`src/rtl/mat_vec_mac_pkg.sv`:
```
// mat_vec_mac_pkg: shared types and default sizes for the matrix-vector MAC.
//   mac_state_t      - 3-bit FSM state encoding, visible on state_out
//   Default*         - default DATA_WIDTH / ROWS / COLS / ACC_WIDTH values
package mat_vec_mac_pkg;

    localparam int unsigned DefaultDataWidth = 8;
    localparam int unsigned DefaultRows      = 8;
    localparam int unsigned DefaultCols      = 8;
    localparam int unsigned DefaultAccWidth  = 24;

    typedef enum logic [2:0] {
        StIdle  = 3'd0,
        StRun   = 3'd1,
        StDrain = 3'd2,
        StDone  = 3'd3,
        StErr   = 3'd4
    } mac_state_t;

endpackage

```
`src/rtl/mat_vec_mac_mac_unit.sv`:
```
// mac_unit: one MAC lane. Accumulates a_i*b_i on each enabled cycle until COLS
// products have been summed, then holds.
//   clk_i, rst_i - clock, asynchronous active-high reset
//   en_i         - operands valid for this lane this cycle
//   clr_i        - synchronous clear of accumulator and count
//   a_i, b_i     - operands
//   acc_o        - running sum
//   full_o       - COLS products accumulated
// Build option: define MAT_VEC_MAC_SIGNED_EN for two's complement operands
// with sign-extended products; otherwise unsigned with zero extension.
module mac_unit #(
    parameter int unsigned DATA_WIDTH = 8,
    parameter int unsigned ACC_WIDTH  = 24,
    parameter int unsigned COLS       = 8
) (
    input  logic                  clk_i,
    input  logic                  rst_i,
    input  logic                  en_i,
    input  logic                  clr_i,
    input  logic [DATA_WIDTH-1:0] a_i,
    input  logic [DATA_WIDTH-1:0] b_i,
    output logic [ACC_WIDTH-1:0]  acc_o,
    output logic                  full_o
);

    localparam int unsigned CntW  = $clog2(COLS + 1);
    localparam int unsigned ProdW = 2 * DATA_WIDTH;

    logic [ACC_WIDTH-1:0] acc_q, acc_d;
    logic [CntW-1:0]      cnt_q, cnt_d;
    logic [ProdW-1:0]     prod;
    logic [ACC_WIDTH-1:0] prod_ext;

`ifdef MAT_VEC_MAC_SIGNED_EN
    assign prod = $signed({{DATA_WIDTH{a_i[DATA_WIDTH-1]}}, a_i})
                * $signed({{DATA_WIDTH{b_i[DATA_WIDTH-1]}}, b_i});
    assign prod_ext = {{(ACC_WIDTH - ProdW){prod[ProdW-1]}}, prod};
`else
    assign prod = {{DATA_WIDTH{1'b0}}, a_i} * {{DATA_WIDTH{1'b0}}, b_i};
    assign prod_ext = {{(ACC_WIDTH - ProdW){1'b0}}, prod};
`endif

    assign full_o = (cnt_q == CntW'(COLS));
    assign acc_o  = acc_q;

    always_comb begin
        acc_d = acc_q;
        cnt_d = cnt_q;
        if (clr_i) begin
            acc_d = '0;
            cnt_d = '0;
        end else if (en_i && !full_o) begin
            acc_d = acc_q + prod_ext;
            cnt_d = cnt_q + 1'b1;
        end
    end

    always_ff @(posedge clk_i or posedge rst_i) begin
        if (rst_i) begin
            acc_q <= '0;
            cnt_q <= '0;
        end else begin
            acc_q <= acc_d;
            cnt_q <= cnt_d;
        end
    end

endmodule

```
`src/rtl/mat_vec_mac.sv`:
```
// mat_vec_mac: ROWS-lane matrix-vector multiply-accumulate fed by skewed A rows.
//   clk, reset  - clock, asynchronous active-high reset
//   start_mult  - upstream read strobe; A_data/B_data valid one cycle later
//   stop        - upstream row-0 FIFO empty
//   A_data      - ROWS operands, row i lagging row 0 by i cycles
//   B_data      - B vector element stream
//   clear       - leave DONE/ERR for IDLE and zero the lanes
//   C_data      - result vector (valid while done)
//   done        - high in DONE
//   underflow   - high in ERR
//   state_out   - current state encoding
// Build option: MAT_VEC_MAC_SIGNED_EN selects signed arithmetic in the lanes.
module mat_vec_mac
    import mat_vec_mac_pkg::*;
#(
    parameter int unsigned DATA_WIDTH = DefaultDataWidth,
    parameter int unsigned ROWS       = DefaultRows,
    parameter int unsigned COLS       = DefaultCols,
    parameter int unsigned ACC_WIDTH  = DefaultAccWidth
) (
    input  logic                                clk,
    input  logic                                reset,
    input  logic                                start_mult,
    input  logic                                stop,
    input  logic [ROWS-1:0][DATA_WIDTH-1:0]     A_data,
    input  logic [DATA_WIDTH-1:0]               B_data,
    input  logic                                clear,
    output logic [ROWS-1:0][ACC_WIDTH-1:0]      C_data,
    output logic                                done,
    output logic                                underflow,
    output logic [2:0]                          state_out
);

    // Lane 0 takes B_data straight off the bus; lane i takes the B pipe stage
    // captured i-1 cycles earlier, which lines it up with the skewed A row.
    localparam int unsigned BpDepth = (ROWS > 1) ? ROWS - 1 : 1;

    mac_state_t state_q, state_d;
    logic [ROWS-1:0]                      v_q, v_d;
    logic [BpDepth-1:0][DATA_WIDTH-1:0]   bp_q, bp_d;
    logic [ROWS-1:0]                      full;
    logic                                 clr_ok;
    logic                                 accept_start;
    logic                                 lanes_run;

    assign clr_ok       = clear && (state_q == StDone || state_q == StErr);
    assign accept_start = start_mult
                        && (state_q == StIdle || state_q == StRun || state_q == StDrain);
    // Lanes freeze once an underflow has been flagged.
    assign lanes_run    = (state_q != StErr);

    // ---------------- valid and B pipes ----------------
    always_comb begin
        v_d    = v_q;
        bp_d   = bp_q;
        v_d[0] = accept_start;
        for (int i = 1; i < int'(ROWS); i++) begin
            v_d[i] = v_q[i-1];
        end
        if (v_q[0]) begin
            bp_d[0] = B_data;
        end
        for (int i = 1; i < int'(BpDepth); i++) begin
            bp_d[i] = bp_q[i-1];
        end
        if (clr_ok) begin
            v_d  = '0;
            bp_d = '0;
        end
    end

    always_ff @(posedge clk or posedge reset) begin
        if (reset) begin
            v_q  <= '0;
            bp_q <= '0;
        end else begin
            v_q  <= v_d;
            bp_q <= bp_d;
        end
    end

    // ---------------- lanes ----------------
    for (genvar i = 0; i < int'(ROWS); i++) begin : g_lane
        logic [DATA_WIDTH-1:0] b_op;
        if (i == 0) begin : g_head
            assign b_op = B_data;
        end else begin : g_tail
            assign b_op = bp_q[i-1];
        end

        mac_unit #(
            .DATA_WIDTH (DATA_WIDTH),
            .ACC_WIDTH  (ACC_WIDTH),
            .COLS       (COLS)
        ) u_mac (
            .clk_i  (clk),
            .rst_i  (reset),
            .en_i   (v_q[i] && lanes_run),
            .clr_i  (clr_ok),
            .a_i    (A_data[i]),
            .b_i    (b_op),
            .acc_o  (C_data[i]),
            .full_o (full[i])
        );
    end

    // ---------------- FSM ----------------
    always_ff @(posedge clk or posedge reset) begin
        if (reset) begin
            state_q <= StIdle;
        end else begin
            state_q <= state_d;
        end
    end

    always_comb begin
        state_d = state_q;
        unique case (state_q)
            StIdle:  if (start_mult) state_d = StRun;
            StRun: begin
                if (full[0]) begin
                    state_d = StDrain;
                end else if (stop && !start_mult) begin
                    state_d = StErr;
                end
            end
            // Lanes fill in order, so all full is the same as the last lane full.
            StDrain: if (&full) state_d = StDone;
            StDone:  if (clear) state_d = StIdle;
            StErr:   if (clear) state_d = StIdle;
            default: state_d = StIdle;
        endcase
    end

    always_comb begin
        done      = (state_q == StDone);
        underflow = (state_q == StErr);
        state_out = state_q;
    end

endmodule

```
`config.mk`:
```
export PLATFORM = sky130hd
export DESIGN_NAME = mat_vec_mac
export DESIGN_NICKNAME = d
export VERILOG_FILES = /design/src/rtl/mat_vec_mac_pkg.sv /design/src/rtl/mat_vec_mac_mac_unit.sv /design/src/rtl/mat_vec_mac.sv
export SDC_FILE = /design/constraint.sdc
export NUM_CORES = 2
export LEC_CHECK = 0
export ABC_AREA = 1
export BUFFER_PORTS_ARGS = -buffer_cell sky130_fd_sc_hd__buf_2
export CAP_MARGIN = 10
export CORE_ASPECT_RATIO = 0.7
export CORE_MARGIN = 1.5
export CORE_UTILIZATION = 39
export DETAILED_ROUTE_END_ITERATION = 6
export GPL_TIMING_DRIVEN = 0
export MAX_ROUTING_LAYER = met4
export SYNTH_ARGS = -nofsm -noshare
export SYNTH_HDL_FRONTEND = slang
export SYNTH_SLANG_ARGS = --single-unit
```
`constraint.sdc`:
```
create_clock -name clk -period 14.4 [get_ports clk]
set_clock_uncertainty 0.2 [all_clocks]
set_input_delay 4.32 -clock clk [delete_from_list [all_inputs] [get_ports clk]]
set_output_delay 4.32 -clock clk [all_outputs]
set_load 0.01 [all_outputs]
```
**Word-level counts from Yosys, hierarchy flattened**

Cells that the tools add are included.

- Register bits: 291
- Input bits: 77
- Word-level logic and storage cells: 151

- Add/subtract/negate cells: 16
- Multiply operators: 8
- Eq/ne operators: 17
- Multiplexer cells: 41
- Reduce and logical (&&, ||, !) cells: 44

Operators by type and width:

| operator | count |
|---|---|
| $mux W24 | 16 |
| $add A24 B16 Y24 | 8 |
| $mul A8 B8 Y16 | 8 |
| $mux W4 | 16 |
| $mux W56 | 1 |
| $add A4 B1 Y4 const B | 8 |
| $eq A4 B4 Y1 const B | 8 |
| $logic_and A1 B1 Y1 | 19 |
| $reduce_bool A2 Y1 | 9 |
| $mux W8 | 2 |
| $mux W3 | 5 |
| $pmux W3 S4 | 1 |
| $logic_not A1 Y1 | 9 |
| $reduce_and A8 Y1 | 1 |
| $eq A3 B2 Y1 const B | 2 |
| $ne A2 B1 Y1 const B | 2 |
| $reduce_and A4 Y1 | 1 |
| $eq A3 B1 Y1 const B | 1 |
| $eq A3 B3 Y1 const B | 1 |
| $logic_not A3 Y1 | 1 |
| $logic_or A1 B1 Y1 | 3 |
| $ne A3 B1 Y1 const B | 1 |
| $ne A3 B3 Y1 const B | 1 |
| $ne A2 B2 Y1 const B | 1 |
| $reduce_or A2 Y1 | 1 |

**Longest topological paths before layout**

- Depth after elaboration: 5
- Mapped depth: 23

**Modules after synthesis**

A second synthesis with hierarchy kept.

- Cells, all modules: 4,901
- Area total of the unflattened synthesis: 35,804.3 um2

By module, submodules not included:

| module | instances | cells an instance | area each (um2) |
|---|---|---|---|
| mac_unit (g_lane[1].u_mac ...) | 2 | 582 | 4,170.2 |
| mac_unit (g_lane[5].u_mac ...) | 2 | 577 | 4,155.2 |
| mac_unit (g_lane[6].u_mac) | 1 | 580 | 4,202.8 |
| mac_unit (g_lane[4].u_mac) | 1 | 579 | 4,170.2 |
| mac_unit (g_lane[3].u_mac) | 1 | 578 | 4,142.7 |
| mac_unit (g_lane[0].u_mac) | 1 | 582 | 4,139.0 |
| mat_vec_mac | 1 | 264 | 2,498.6 |

**Worst setup path after synthesis**

OpenSTA, ideal clock, no wires.

- Path type: input port to flip-flop
- Start point: input port A_data[14] (netlist bit)
- End point: register g_lane[1].u_mac.acc_q[11]
- Arrival: 7.838 ns
- Required time: 14.083 ns
- Setup slack: 6.245 ns
- Stages on the path: 17
- Path buffers: 1
- Path through: clkbuf_1 -> nand2_1 -> fa_1 -> inv_1 -> fa_1 -> fa_1 -> inv_1 -> fa_1 -> inv_1 -> ha_1 -> a21oi_1 -> nor2_1 -> nor2_1 -> nand2_1 -> or2_2 -> nand3_1 -> nand2_1

- Cells in the longest elaborated chain, start to end: 4

RTL lines:

| element | line | RTL |
|---|---|---|
| start: declaration | mat_vec_mac.sv:25 | `input logic [ROWS-1:0][DATA_WIDTH-1:0] A_data,` |
| $mul A8 B8 Y16 | mat_vec_mac_mac_unit.sv:39 | `assign prod = {{DATA_WIDTH{1'b0}}, a_i} * {{DATA_WIDTH{1'b0}}, b_i};` |
| $add A24 B16 Y24 | mat_vec_mac_mac_unit.sv:53 | `acc_d = acc_q + prod_ext;` |
| $mux W24 | mat_vec_mac_mac_unit.sv:52 | `end else if (en_i && !full_o) begin` |
| $mux W24 | mat_vec_mac_mac_unit.sv:49 | `if (clr_i) begin` |
| end signal: assignment | mat_vec_mac_mac_unit.sv:60 | `acc_q <= '0;` |
| end signal: assignment | mat_vec_mac_mac_unit.sv:63 | `acc_q <= acc_d;` |
| end: declaration | mat_vec_mac_mac_unit.sv:29 | `logic [ACC_WIDTH-1:0] acc_q, acc_d;` |

No other way between the ends. The select of a mux whose other input is x is not followed.
A chain may end at the register's enable or synchronous reset.

**Final worst setup path**

- Start point: input port B_data[2]
- End point: register g_lane[0].u_mac.acc_q[19]

- Cells in the longest elaborated chain, start to end: 4

RTL lines:

| element | line | RTL |
|---|---|---|
| start: declaration | mat_vec_mac.sv:26 | `input logic [DATA_WIDTH-1:0] B_data,` |
| $mul A8 B8 Y16 | mat_vec_mac_mac_unit.sv:39 |  |
| $add A24 B16 Y24 | mat_vec_mac_mac_unit.sv:53 |  |
| $mux W24 | mat_vec_mac_mac_unit.sv:52 |  |
| $mux W24 | mat_vec_mac_mac_unit.sv:49 |  |
| end signal: assignment | mat_vec_mac_mac_unit.sv:60 |  |
| end signal: assignment | mat_vec_mac_mac_unit.sv:63 |  |
| end: declaration | mat_vec_mac_mac_unit.sv:29 |  |

No other way between the ends. The select of a mux whose other input is x is not followed.

==> results by group <==
Critical path
  – CP startpoint: B_data[2]
  – CP endpoint kind: flop
  – Worst path max stage delay: roughly 0.56 ns
  – Cell Chain, Critical Path: clkbuf_1 > nand2_1 > fa_1 > inv_1 > fa_1 > fa_1 > inv_1 > fa_1 > inv_1 > ha_1 > a21oi_1 > nor2_1 > nor2_1 > nand2_1 > nand2_1 > nand2_1 > a21oi_1 > nor2_1
  – Slowest cell on crit path: fa_1
  – R2r setup slk: roughly 9.5 ns
  – Reg2Reg Launch Point: g_lane[3].b_op[5]
  – CP required: 14.65 ns
  – Kind of critical path: in -> reg
  – R2R cell count: 18
  – Setup crit start kind: input pin
  – End of the worst register-to-register path: g_lane[3].u_mac.acc_o[22]
  – Arrival @ worst endpoint: 8.49 ns
  – CP Max Fanout: 9

Final layout
  – Most common cell after layout, fill and taps aside: nand2_1
  – Share of layout cells above drive strength 1: 0.0643
  – Most frequent cells in the layout: nand2_1 (1423), inv_1 (1384), fa_1 (400), ha_1 (344), nor2_1 (340)
  – Area grow syn2layout: 11.1%
  – Fin cells: 6531
  – Core Util, Final: 0.440
  – Nets: 6095

Yosys
  – Synth warnings: 0
  – Register bit total from synthesis: slightly below 300
  – Unique masters post-synth: 34
  – Syn Nets: between 5000 and 6000
  – Mapped cell area: 35800 um2
  – Avg Cell Area, Syn: between 7 and 8 um2
  – Sequential-to-total area share from yosys stat: 0.203
  – Post-Synthesis Cells: 5028

STA
  – Final Setup Violations: 0
  – Fin Setup TNS: 0 ns
  – Fin. Hold Viols: 0
  – Fin crit period: just over 8 ns
  – Period utilisation layout: 0.572
  – Fin. max-slew vios: 0
  – Slew @ Worst Pin: between 0.7 and 0.8 ns
  – Fmax: roughly 0.12 GHz
  – RSZ-0062 raised after global routing: no
  – Slew Limit Headroom: 0.513

Placed design
  – Detailed placer's ending HPWL: between 80000 and 90000 um
  – Cell total after placement: between 6000 and 7000
  – Port bufs: 201
  – GP Congestion: 0.928

Route
  – Drt pass-1 iters: 5
  – WL final: a little over 100000 um
  – Drt wl/cell: 15.4 um
  – Detailed Route Iter0 Violations: about 1900
  – Vias per cell: around 4.6
  – Antenna-violating nets left: 0
  – Via count: between 30000 and 40000
  – DRC viols: 0

Min path
  – HP Class: reg -> reg
  – HP Start: g_lane[1].u_mac.cnt_q[3]
  – Hold Path Sink: g_lane[1].u_mac.cnt_q[3]
  – Hold Crit Depth: 1

Global route
  – First-pass GRT wire length: ~160000 um
  – Largest net degree at the start of global routing: 110
  – Gr usage total: 0.227
  – Number of global-route vias before repair: 29948
  – Total grt overflow: 0
  – Initial antenna violation count: 5

Floorplanning
  – Die H: 257 um
  – Cell Rows: between 90 and 100
  – Initial Util: 0.396
  – Core area: roughly 90000 um2
  – Die width: ~370 um
  – DIE AREA: about 94000 um2
  – I/O pin count: 274

Clock tree
  – Clock Tree Buf Depth: 3
  – Post-CTS Setup Repair Bufs: 0
  – Sink Count: 291
  – CTS resizes: 0
  – CTS Root Cell: clkbuf_16
  – H-tree levels: 2
  – Hold buffer count at cts: 0
  – CTS tree: done
  – Later-pin clock latency in the skew report: 0.58 ns
  – Number of CTS-inserted buffers: 41
  – Clock Pin Slew Worst Setup and Hold Paths: about 0.050 ns

Run status
  – Status: completed

Run
  – Max-Cap Viols: 0
[state kept, by name, summed over array words and instances, names as in the netlist]
register and cells:
g_lane.u_mac.cnt_q 32, g_lane.b_op 56, state_out 3, v_q 8
g_lane.u_mac.acc_o 192
[through the flow]
| step | cell area [um2] | setup WS (ns) | hold WS (ns) |
|---|---|---|---|
| floorplan | 35800 | 1.85 | 0.233 |
| global placement | 38400 | -2.95 | 0.249 |
| detailed placement | 38400 | 5.62 | 0.256 |
| CTS | 39800 | 6.22 | 0.263 |
| global route | 39800 | 5.93 | 0.283 |
| finish | 39800 | 6.17 | 0.260 |
[area by class of cell]
cell class                      count  area, um2
Clock buffer                       61       1230
Timing Repair Buffer              203       1060
Multi-Input combinational cell   3171      22600
Clock inverter                     12        121
Buffer                            165        693
Fill cell                        9528      50700
Sequential cell                   291       7280
Inverter                         1401       5270
Antenna cell                        5       12.5
Tap cell                         1222       1530
[cells by family (layout without fill, tap and decap cells)]
family | after synthesis | in the layout | share of synthesized area
flops | 291 | 291 | 0.203
fa+ha+maj | 744 | 744 | 0.344
buf+inv | 1566 | 1842 | 0.166
simple gates | 2002 | 2002 | 0.222
other cells | 0 | 5 | 0
xor+xnor | 24 | 24 | 0.00587
compound gates | 401 | 401 | 0.0596
[worst max-delay path: cells and delay by family]
family	cells	cell delay (ns)
fa+ha+maj	5	2.35
buf+inv	4	0.63
simple gates	7	0.74
compound gates	2	0.44
[synth_stat cells]
| master | instances | area [um2] |
|---|---|---|
| a21boi_0 | 8 | 60.1 |
| nor2_2 | 1 | 6.26 |
| nand4_1 | 13 | 81.3 |
| buf_2 | 20 | 100 |
| nor3_1 | 31 | 155 |
| buf_4 | 8 | 60.1 |
| fa_1 | 400 | 8010 |
| o21bai_1 | 15 | 113 |
| dfrtp_1 | 291 | 7280 |
| nand2_2 | 11 | 68.8 |
| o21ai_0 | 136 | 681 |
| a21oi_1 | 177 | 886 |
| a22o_1 | 8 | 70.1 |
| nand3b_1 | 6 | 45.0 |
| clkbuf_1 | 135 | 507 |
| nand2_4 | 5 | 56.3 |
| nor4_1 | 11 | 68.8 |
| ha_1 | 344 | 4300 |
| nor2_4 | 1 | 11.3 |
| inv_2 | 16 | 60.1 |
| xor2_1 | 10 | 87.6 |
| a211oi_1 | 1 | 7.51 |
| o22ai_1 | 32 | 200 |
| buf_6 | 1 | 11.3 |
| and2_1 | 5 | 31.3 |
| or2_2 | 8 | 50.1 |
| nor2_1 | 340 | 1280 |
| o21ai_1 | 24 | 120 |
| nand3_1 | 146 | 731 |
| buf_8 | 1 | 15.0 |
| nand2_1 | 1423 | 5340 |
| inv_1 | 1385 | 5200 |
| xnor2_1 | 14 | 123 |
| nand2_8 | 1 | 20.0 |
[worst max path at each step]
| stage | to | slack [ns] |
|---|---|---|
| CTS | g_lane[0].u_mac.acc_o[19] | 6.22 |
| global placement | g_lane[6].u_mac.acc_o[14] | -2.95 |
| finish | g_lane[0].u_mac.acc_o[19] | 6.17 |
| detailed placement | g_lane[0].u_mac.acc_o[23] | 5.62 |
| floorplan | g_lane[0].u_mac.acc_o[0] | 1.85 |
| global route | g_lane[3].u_mac.acc_o[19] | 5.93 |
[per-layer routing]
metal  track usage  vias to the layer above  wire length [um]
met2         0.337                      635             43200
met5             -                        -                 0
met1         0.324                    14279             49100
li1              -                    15164                 -
met4        0.0462                        0              1870
met3        0.0381                       88              6380
Power is not shown: default switching activity piles up to over one toggle a cycle in this logic, so the estimate is an artifact.
